===== src/rtl/transmit.sv =====
// transmit: UART transmitter (8N1, LSB first) with a one-byte holding register for gapless frames.
// Define TRANSMIT_PARITY_EN to insert an even parity bit (8E1).
module transmit #(
  parameter int BAUD = 9600,
  parameter int FREQ = 12_000_000
) (
  input  logic       clk,
  input  logic       rst,
  input  logic       s_valid,
  output logic       s_ready,
  input  logic [7:0] s_data,
  output logic       tx,
  output logic       busy
);
  localparam int DIV = (FREQ + BAUD / 2) / BAUD;
  localparam int CW = $clog2(DIV);
`ifdef TRANSMIT_PARITY_EN
  typedef enum logic [2:0] {IDLE, START, DATA, PARITY, STOP} state_t;
`else
  typedef enum logic [1:0] {IDLE, START, DATA, STOP} state_t;
`endif
  state_t state, state_n;
  logic [CW-1:0] cnt, cnt_n;
  logic [2:0] idx, idx_n;
  logic [7:0] shift, shift_n, hold;
  logic hold_full, hold_full_n, tick, load, take, tx_n;
`ifdef TRANSMIT_PARITY_EN
  logic par;
`endif
  assign tick = cnt == '0;
  assign take = s_valid && s_ready;
  assign busy = state != IDLE || hold_full;
  always_comb begin
    state_n = state;
    load = 1'b0;
    case (state)
      IDLE: load = hold_full;
      START: state_n = tick ? DATA : START;
`ifdef TRANSMIT_PARITY_EN
      DATA: state_n = tick && idx == 3'd7 ? PARITY : DATA;
      PARITY: state_n = tick ? STOP : PARITY;
`else
      DATA: state_n = tick && idx == 3'd7 ? STOP : DATA;
`endif
      STOP: begin
        load = tick && hold_full;
        state_n = tick ? IDLE : STOP;
      end
      default: state_n = IDLE;
    endcase
    if (load) state_n = START;
    hold_full_n = take || (hold_full && !load);
    shift_n = load ? hold : state == DATA && tick ? shift >> 1 : shift;
    idx_n = load ? 3'd0 : state == DATA && tick ? idx + 3'd1 : idx;
    cnt_n = state_n == IDLE ? '0 : tick ? CW'(DIV - 1) : cnt - CW'(1);
    tx_n = state == START ? 1'b0 : state == DATA ? shift[0] : 1'b1;
`ifdef TRANSMIT_PARITY_EN
    if (state == PARITY) tx_n = par;
`endif
  end
  // tx is driven from the current state, so the line lags the FSM by one cycle
  always_ff @(posedge clk or negedge rst) begin
    if (!rst) begin
      state <= IDLE;
      cnt <= '0;
      idx <= 3'd0;
      shift <= 8'd0;
      hold <= 8'd0;
      hold_full <= 1'b0;
      s_ready <= 1'b1;
      tx <= 1'b1;
    end else begin
      state <= state_n;
      cnt <= cnt_n;
      idx <= idx_n;
      shift <= shift_n;
      hold_full <= hold_full_n;
      s_ready <= !hold_full_n;
      tx <= tx_n;
      if (take) hold <= s_data;
    end
  end
`ifdef TRANSMIT_PARITY_EN
  always_ff @(posedge clk or negedge rst) begin
    if (!rst) par <= 1'b0;
    else if (load) par <= ^hold;
  end
`endif
endmodule


===== config.mk =====
export PLATFORM = sky130hd
export DESIGN_NAME = transmit
export DESIGN_NICKNAME = d
export VERILOG_FILES = /design/src/rtl/transmit.sv
export SDC_FILE = /design/constraint.sdc
export NUM_CORES = 1
export LEC_CHECK = 0
export CAP_MARGIN = 20
export CORE_MARGIN = 3
export CORE_UTILIZATION = 60
export CTS_CLUSTER_DIAMETER = 30
export CTS_CLUSTER_SIZE = 14
export DETAILED_ROUTE_END_ITERATION = 12
export HOLD_SLACK_MARGIN = 0.05
export PLACE_DENSITY = 0.82
export SLEW_MARGIN = 25
export SYNTH_ARGS = -nofsm -noshare
export SYNTH_HDL_FRONTEND = slang
export SYNTH_SLANG_ARGS = --single-unit

===== constraint.sdc =====
create_clock -name clk -period 5.7 [get_ports clk]
set_input_delay 1.425 -clock clk [delete_from_list [all_inputs] [get_ports clk]]
set_output_delay 1.425 -clock clk [all_outputs]
set_load 0.02 [all_outputs]

### Word-level counts from Yosys, hierarchy flattened

Cells that the tools add are included.

* $add $sub $neg: 2
* equality and inequality tests: 4
* mux-type cells: 14
* reductions and logical operators: 14

Operator list (count)
* two-way mux 11 bit: 2
* two-way mux 8 bit: 2
* zero test 11 bit: 1
* subtractor 11 x 1 -> 11 bit, second input constant: 1
* two-way mux 2 bit: 3
* two-way mux 3 bit: 2
* case mux 2 bit (3 select lines): 1
* logical AND 1 bit: 5
* == test 2 bit, second input constant: 2
* zero test 2 bit: 2
* nonzero test 2 bit: 2
* adder 3 x 1 -> 3 bit, second input constant: 1
* == test 3 bit, second input constant: 1
* two-way mux 1 bit: 3
* == test 2 x 1 -> 1 bit, second input constant: 1
* zero test 1 bit: 2
* logical OR 1 bit: 2
* case mux 1 bit (2 select lines): 1

* register bits after elaboration: 35
* output and inout bits: 3

### Depth between registers and ports, before layout

Gate-level depths: netlist of run 1.

* depth after elaboration: 7
* mapped depth: 9
* mapped depth without buffers: 6

### Least setup slack after synthesis of run 1

OpenSTA, ideal clock, no wires.

* kind: register to output
* from: reg state[0]
* to: out busy
* arrival time: 0.818 ns
* required time: 4.275 ns
* setup slack: 3.457 ns
* cell stages (with the launch flop): 4
* path through: dfrtp_1 inv_1 ha_1 nand2b_1

* word-level cells in the longest chain between the ends: 2

Ends and longest elaborated chain
* start, declared: RTL line 22 `state_t state, state_n;`
* start signal, assigned: RTL line 73 `state <= state_n;`
* nonzero test 2 bit: RTL line 32 `assign busy = state != IDLE || hold_full;`
* logical OR 1 bit: RTL line 32
* end, declared: RTL line 13 `output logic busy`

No other way between the ends.

### Final worst setup path of run 1

Same ends and word-level chain as after synthesis.

==> results of run 1 <==
[Yosys cell counts]
| master | instances | area share [%] |
|---|---|---|
| a32o_1 | 1 | 0.56 |
| o211a_1 | 1 | 0.56 |
| nor2_2 | 2 | 0.70 |
| buf_2 | 1 | 0.28 |
| nor3b_1 | 1 | 0.42 |
| mux2i_1 | 9 | 5.0 |
| o31ai_1 | 2 | 0.84 |
| or4_1 | 2 | 0.84 |
| clkbuf_1 | 1 | 0.21 |
| o21ai_0 | 3 | 0.84 |
| xor2_1 | 1 | 0.49 |
| mux2_2 | 9 | 5.6 |
| xnor2_1 | 6 | 2.9 |
| nand3_1 | 2 | 0.56 |
| a21oi_2 | 7 | 3.4 |
| or4_4 | 1 | 0.63 |
| a211oi_1 | 4 | 1.7 |
| buf_1 | 1 | 0.21 |
| a21oi_1 | 5 | 1.4 |
| or3_1 | 1 | 0.35 |
| o2111a_1 | 1 | 0.63 |
| nor2_1 | 13 | 2.7 |
| nor4_1 | 3 | 1.0 |
| dfrtp_1 | 33 | 46 |
| buf_12 | 1 | 1.1 |
| buf_6 | 3 | 1.9 |
| or3b_2 | 1 | 0.49 |
| nor3_4 | 1 | 0.91 |
| nand4_1 | 2 | 0.70 |
| inv_1 | 7 | 1.5 |
| o41a_1 | 1 | 0.63 |
| nand2_1 | 7 | 1.5 |
| and2_1 | 1 | 0.35 |
| ha_1 | 8 | 5.6 |
| nand2b_1 | 1 | 0.35 |
| nand3b_1 | 2 | 0.84 |
| nor3_1 | 4 | 1.1 |
| a221oi_1 | 1 | 0.49 |
| dfstp_2 | 2 | 2.9 |
| a22oi_1 | 3 | 1.3 |
| o21ai_2 | 1 | 0.49 |
[power breakdown]
group	leakage [nW]	internal, W	switching [W]
logic	0.453	0.0000241	0.0000146
clock network	0.0386	0.0000726	0.0000766
registers	0.429	0.000271	0.0000132
[metrics by stage]
step                      std cells  power [W]  utilization [%]  area [µm²]
final                           202   0.000472             70.3        1970
after global routing            202   0.000494             70.3        1970
after CTS                       202   0.000476             70.3        1970
after detailed placement        194   0.000328             67.9        1900
after global placement          194   0.000323             67.9        1900
after floorplan                 156   0.000307                -        1790
[layer usage]
layer  global-route usage, %  part of all wire [%]
met5                       0                     0
met4                    5.57                  0.76
met2                    35.4                    51
met1                    26.4                    45
met3                    5.32                   3.4
[state kept, by name (all words and copies together) (netlist names)]
register   count
idx            3
hold_full      1
cnt           11
state          2
hold           8
tx             1
s_ready        1
shift          8
[worst reg2reg max path, stage by stage, from the launching register on]
cell,delay (ps)
dfrtp_1,420
inv_1,80
ha_1,210
nor3b_1,480
nand4_1,750
mux2i_1,470
a21oi_2,90
[area by class of cell]
type	count	area share, %
Multi-Input combinational cell	107	41.7
Clock buffer	8	3.49
Inverter	7	1.33
Tap cell	31	1.97
Sequential cell	35	44.5
Timing Repair Buffer	14	6.98
[logic make-up (layout without fill, tap and decap cells)]
kind of cell / count (synthesis) / count (layout) / share of synthesized area [%]
simple gates: 44 / 44 / 13.5
buf+inv: 14 / 29 / 5.16
flops: 35 / 35 / 49.0
compound gates: 30 / 30 / 12.8
xor+xnor: 7 / 7 / 3.42
mux: 18 / 18 / 10.7
fa+ha+maj: 8 / 8 / 5.58
[worst min-delay path by stage]
stage                         from      end  slack (ps)
after floorplan           shift[0]       tx         460
after global placement    shift[0]       tx         480
after detailed placement  shift[0]       tx         500
after CTS                 shift[0]       tx         520
after global routing       hold[4]  hold[4]         550
final                      hold[0]  hold[0]         520
==> qor.txt, run 1 <==
Status - completed
Length in cells of the worst reg-to-reg path - 6
Share of layout cells above drive strength 1 - 18.7%
CTS buffer count - 5
Final Max Tran Viols - 0
Max stage delay on crit path - 600 ps
Port bufs - 13
Total Routed Length - 3270 µm
Setup repair bufs after CTS - 0
Synthesized Nets - 175
TNS Setup - 0 ps
Drt initial violations - 58
RSZ-0062 raised after global routing - false
Most common cell after layout, fill and taps aside - dfrtp_1
GR Overflow Total - 0
Hold Fails Final Rpt - 0
Die area - 0.00368 mm²
CTS tree - yes
Seq. cell area - 878 µm²
Max H-tree Level - 2
Peak supply drop - 0.154 mV
CP Cell Sequence - inv_1, ha_1, nand2b_1, clkdlybuf4s50_1
Final net count - 189
Worst Path Max Fanout - 4
Longest Clk Path Bufs - 2
Worst Hold Depth - 1
Period utilisation layout - 55.3%
Initial Utilization - 64.0%
Min Tclk post-route - 3150 ps
Warnings from Yosys - 0
Worst Setup End Kind - output pin
Final setup skew - 12.3 ps
Area grow syn2layout - 9.97%
Die Wd - 60.7 µm
Largest net degree at the start of global routing - 36
1st-pass router iterations - 4
Reg clk slew, reported paths - 100 ps
Slew HR - 43.3%
Sequential area share after synthesis - 49.0%
WP data arrival - 1730 ps
Worst Setup EP - busy
Max cap viols - 0
Die Ht - 60.7 µm
R2R Setup Slk - 3080 ps
Final antenna-violating net count - 0
Vias in the first global route - 1287
DP Worst Slack - 2890 ps
WL/cell - 16.2 µm
Final worst slack - 2550 ps
Cell Pwr Density - 239 mW/mm²
Worst Path Buf+Inv - 2
Pleak - 0.920 nW
# diodes - 0
Setup crit start kind - flip-flop
Layout fillers - 217
Mapped cell area - 0.00179 mm²
Critical path depth - 4
Critical path start-end classification - reg -> out
Hold WC Path Type - reg -> reg
First-pass GRT wire length - 5650 µm
Post-DP HPWL - 2350 µm
Hold buffers post-CTS - 0
Highest clock rate - 317 MHz
Root Buffer - clkbuf_4
Antenna violations before repair - 0
Clk Latency, worst-skew pair - 330 ps
I/O pin total - 14
Reg2Reg Launch Point - cnt[0]
Count of cell types in the netlist - 41
Hold WS - 523 ps
Number of synthesized register bits - 35
Mean area per synthesized cell - 11.5 µm²
# setup viols final - 0
Worst-margin pin slew - 850 ps
GRT Total Usage - 20.8%
FP Rows - 19
Crit-path slowest cell - clkdlybuf4s50_1
DRC viols - 0
Post-CTS Resized - 0
Vias per inst - 6.05
CP required - 4280 ps
Sink Count - 35
Setup crit start - state[0]
Vias - 1222
Commonest non-fill, non-tap cells in the layout - dfrtp_1, nor2_1, clkdlybuf4s50_1
Cell family with most CP delay - buffers and inverters
Core Box Area - 0.00281 mm²
Reg2reg end - shift[5]
Gpl congestion - 0.861
Multi-input gate area - 823 µm²
Synth Instances - 156
(Power assumes the default switching activity.)
==> run 2: changes to the inputs <==
--- a/config.mk
+++ b/config.mk
@@ -7,12 +7,12 @@
 export LEC_CHECK = 0
 export CAP_MARGIN = 20
 export CORE_MARGIN = 3
-export CORE_UTILIZATION = 60
+export CORE_UTILIZATION = 51
 export CTS_CLUSTER_DIAMETER = 30
 export CTS_CLUSTER_SIZE = 14
 export DETAILED_ROUTE_END_ITERATION = 12
 export HOLD_SLACK_MARGIN = 0.05
-export PLACE_DENSITY = 0.82
+export PLACE_DENSITY = 0.74
 export SLEW_MARGIN = 25
 export SYNTH_ARGS = -nofsm -noshare
 export SYNTH_HDL_FRONTEND = slang
==> constraint.sdc (replaced) <==
create_clock -name clk -period 2.5 [get_ports clk]
set_input_delay 0.625 -clock clk [delete_from_list [all_inputs] [get_ports clk]]
set_output_delay 0.625 -clock clk [all_outputs]
set_load 0.02 [all_outputs]
==> run 2 against run 1 <==
  * Hold slack better by 0.53 ps
  * Sequential power up 130%
  * Setup slack worse by 2400 ps
  * Sequential share of layout area down 1.1 points
  * Register-to-register slack worse by 2900 ps
  * Clock power rose to 2.8 times the previous value
  * Combinational power up 130%
  * Flip-flop and latch count unchanged
  * Total power up 140%
  * Clock-buffer cell count down 2
  * Global-route usage down 3.7 points
  * Critical path type is now reg -> reg
==> qor.txt, run 2 (synthesized netlist as in run 1, its figures left out) <==
Total Routed Length - 3110 µm
Gpl congestion - 0.759
Final net count - 191
Length in cells of the worst reg-to-reg path - 6
CTS buffer count - 5
Port bufs - 13
WL/cell - 14.3 µm
Worst Hold Depth - 1
# diodes - 0
Final antenna-violating net count - 0
Max H-tree Level - 2
Multi-input gate area - 825 µm²
Top reg by flops - cnt
Status - completed
DRC viols - 0
Vias per inst - 5.64
Worst Hold End - hold[7]
RSZ-0062 raised after global routing - false
CTS tree - yes
Final setup skew - 14.5 ps
Largest net degree at the start of global routing - 36
Critical path start-end classification - reg -> reg
Final Max Tran Viols - 0
Root Buffer - clkbuf_4
Die area - 0.00427 mm²
R2R Setup Slk - 140 ps
Initial Utilization - 56.0%
# setup viols final - 0
Largest regs - cnt (11), hold (8), shift (8)
Reg2Reg Launch Point - cnt[0]
Post-DP HPWL - 2250 µm
Min Tclk post-route - 2360 ps
Area grow syn2layout - 12.8%
Final Util - 63.2%
Max reg flops - 11
Max cap viols - 0
Worst Min Path Start - hold[7]
GR Overflow Total - 0
Die Ht - 65.3 µm
Sink Count - 35
Vias - 1223
Seq. cell area - 878 µm²
Longest Clk Path Bufs - 2
1st-pass router iterations - 4
Cell Pwr Density - 568 mW/mm²
Reg2reg end - cnt[7]
Pleak - 0.940 nW
FP Rows - 20
CP required - 2710 ps
Commonest non-fill, non-tap cells in the layout - dfrtp_1, nor2_1, clkdlybuf4s50_1
Share of layout cells above drive strength 1 - 20.8%
Worst-margin pin slew - 486 ps
Period utilisation layout - 94.4%
First-pass GRT wire length - 5660 µm
Drt initial violations - 79
Hold Fails Final Rpt - 0
Layout fillers - 290
Hold WC Path Type - reg -> reg
I/O pin total - 14
Reg clk slew, reported paths - 100 ps
Worst Path Max Fanout - 8
GRT Total Usage - 17.2%
Clk Latency, worst-skew pair - 320 ps
Die Wd - 65.3 µm
Highest clock rate - 424 MHz
Setup crit start kind - flip-flop
Vias in the first global route - 1258
Most common cell after layout, fill and taps aside - dfrtp_1
TNS Setup - 0 ps
Core Box Area - 0.00320 mm²
Slew HR - 67.6%
Antenna violations before repair - 0
WP data arrival - 2570 ps
Worst Setup End Kind - flip-flop
Peak supply drop - 0.423 mV
-- run 2: through the flow --
step	area [µm²]	setup slack, ps	hold WS (ps)	total power [W]	std cells
floorplan	1790	335	329	0.000700	156
global placement	1940	246	488	0.000744	209
detailed placement	1940	154	501	0.000751	209
CTS	2020	140	527	0.00117	217
global route	2020	37.2	547	0.00121	217
finish	2020	139	523	0.00115	217
-- run 2: report_power, final --
part	switching (W)	internal, W
logic	0.0000329	0.0000549
registers	0.0000331	0.000617
clock network	0.000174	0.000236
-- run 2: critical path, cell delays in order (launching register included) --
cell and delay (ps):
dfrtp_1 420, inv_1 70, ha_1 190, or3b_2 560, nor3_4 260, mux2_2 450
a221oi_1 310
-- run 2: routing by layer --
layer	wire [µm]	GRT usage, %	up-vias
met4	19	4.66	0
li1	-	-	593
met2	1390	25.8	31
met5	0	0	-
met1	1530	25.1	597
met3	164	3.76	2
-- run 2: area by class of cell --
type | instances | share of cell area (%)
Clock buffer | 6 | 2.54
Clock inverter | 2 | 1.73
Inverter | 7 | 1.30
Multi-Input combinational cell | 107 | 40.8
Sequential cell | 35 | 43.4
Tap cell | 44 | 2.72
Timing Repair Buffer | 16 | 7.54
-- run 2: worst max-delay path by stage --
stage	cells past startpoint	to	slack (ps)	start
finish	6	cnt[7]	140	cnt[0]
global route	6	cnt[7]	40	cnt[0]
CTS	4	busy	140	state[0]
detailed placement	6	cnt[7]	150	cnt[0]
global placement	6	shift[3]	250	cnt[0]
floorplan	7	cnt[7]	330	cnt[0]
-- run 2: what timing repair did --
action                     in CTS  in global routing
setup buffers                   0                  0
hold buffers                    0                  0
setup endpoints to repair       0                  1
resized for setup               0                  1
==> run 3: changes to the inputs <==
--- a/config.mk
+++ b/config.mk
@@ -7,12 +7,12 @@
 export LEC_CHECK = 0
 export CAP_MARGIN = 20
 export CORE_MARGIN = 3
-export CORE_UTILIZATION = 51
+export CORE_UTILIZATION = 57
 export CTS_CLUSTER_DIAMETER = 30
 export CTS_CLUSTER_SIZE = 14
 export DETAILED_ROUTE_END_ITERATION = 12
 export HOLD_SLACK_MARGIN = 0.05
-export PLACE_DENSITY = 0.74
+export PLACE_DENSITY = 0.78
 export SLEW_MARGIN = 25
 export SYNTH_ARGS = -nofsm -noshare
 export SYNTH_HDL_FRONTEND = slang
==> constraint.sdc (replaced) <==
create_clock -name clk -period 2.4 [get_ports clk]
set_input_delay 0.6 -clock clk [delete_from_list [all_inputs] [get_ports clk]]
set_output_delay 0.6 -clock clk [all_outputs]
set_load 0.02 [all_outputs]
==> run 3 against run 2 <==
  * Combinational power grew 2.9%
  * Clock-buffer cell count unchanged
  * Sequential share of layout area is 0.52 points higher
  * Critical endpoint unchanged
==> qor.txt, run 3 (synthesized netlist as in run 1, its figures left out) <==
Status - completed
Antenna violations before repair - 0
Final antenna-violating net count - 0
Largest regs - cnt (11), hold (8), shift (8)
Final net count - 192
Total Routed Length - 3250 µm
Reg clk slew, reported paths - 110 ps
Die Ht - 62.1 µm
Peak supply drop - 0.511 mV
WP data arrival - 2440 ps
Fin area - 0.00200 mm²
FP Rows - 19
I/O pin total - 14
Length in cells of the worst reg-to-reg path - 4
Period utilisation layout - 91.7%
Seq. cell area - 878 µm²
Die area - 0.00386 mm²
Core Box Area - 0.00288 mm²
Pleak - 0.926 nW
CP required - 2640 ps
Multi-input gate area - 826 µm²
Clk Latency, worst-skew pair - 330 ps
Min Tclk post-route - 2200 ps
Worst Setup End Kind - flip-flop
Final Max Tran Viols - 0
Share of layout cells above drive strength 1 - 20.1%
# setup viols final - 0
TNS Setup - 0 ps
Max reg flops - 11
Vias - 1226
1st-pass router iterations - 4
GRT Total Usage - 19.1%
Final setup skew - 11.5 ps
Commonest non-fill, non-tap cells in the layout - dfrtp_1, nor2_1, clkdlybuf4s50_1
Hold Fails Final Rpt - 0
WL/cell - 15.1 µm
Hold buffers post-CTS - 0
# diodes - 0
CTS tree - yes
Largest net degree at the start of global routing - 36
Max cap viols - 0
Post-DP HPWL - 2340 µm
Cell area after placement - 0.00194 mm²
Drt initial violations - 49
CTS buffer count - 5
Vias per inst - 5.68
Hold WC Path Type - reg -> reg
Max H-tree Level - 2
Initial Utilization - 62.4%
Slew HR - 63.7%
First-pass GRT wire length - 5820 µm
Critical path start-end classification - reg -> reg
Vias in the first global route - 1250
Longest Clk Path Bufs - 2
Hold WS - 510 ps
Area grow syn2layout - 11.4%
Top reg by flops - cnt
Highest clock rate - 454 MHz
DRC viols - 0
Worst Hold Depth - 2
Root Buffer - clkbuf_4
Worst-margin pin slew - 539 ps
Most common cell after layout, fill and taps aside - dfrtp_1
Sink Count - 35
Die Wd - 62.1 µm
GR Overflow Total - 0
Layout fillers - 240
Setup crit start kind - flip-flop
Port bufs - 13
Cell Pwr Density - 536 mW/mm²
Worst Path Max Fanout - 7
Gpl congestion - 0.851
RSZ-0062 raised after global routing - false
## run 3: report_power, final
| part | leakage [nW] | switching [W] | internal [W] | total [W] |
|---|---|---|---|---|
| registers | 0.429 | 0.0000336 | 0.000643 | 0.000676 |
| logic | 0.469 | 0.0000332 | 0.0000571 | 0.0000902 |
| clock network | 0.0282 | 0.000193 | 0.000113 | 0.000306 |
## run 3: through the flow
step	power [W]	instances	utilization, %	setup slack (ps)
after global routing	0.00112	216	69.5	38.6
after detailed placement	0.000780	208	67.5	84.6
after global placement	0.000772	208	67.5	209
final	0.00107	216	69.5	200
after CTS	0.00108	216	69.3	43.7
after floorplan	0.000729	156	-	235
## run 3: worst paths after layout
| check | end | slack, ps | from |
|---|---|---|---|
| worst min register to register | tx | 510 | shift[0] |
| min in group asynchronous | shift[6] | 660 | rst |
| worst min-delay path | tx | 510 | shift[0] |
| worst max register to register | cnt[7] | 200 | cnt[5] |
| worst max-delay path | cnt[7] | 200 | cnt[5] |
| max in group asynchronous | s_ready | 1380 | rst |
## run 3: worst max-delay path, cell delays in order, from the launching register on
cell	delay, ps
dfrtp_1	460
or4_4	630
nor3_4	300
mux2_2	450
a221oi_1	280
## run 3: final cells by class
| cell class | count | share of cell area, % |
|---|---|---|
| clock inverters | 2 | 0.626 |
| inverters | 7 | 1.31 |
| flip-flops and latches | 35 | 43.9 |
| multi-input cells | 107 | 41.3 |
| repair buffers | 17 | 8.14 |
| well taps | 42 | 2.63 |
| clock buffers | 6 | 2.07 |
## run 3: layer usage
metal	GRT usage (%)	wire (µm)	vias up
met2	29.0	1550	24
met4	8.56	36	0
met1	25.6	1540	601
met3	5.59	129	4
li1	-	-	597
met5	0	0	-
## run 3: timing repair
action / 4_1_cts / 5_1_grt
setup endpoints to repair: 0 / 3
buffers inserted: 0 / 0
resized for setup: 0 / 2
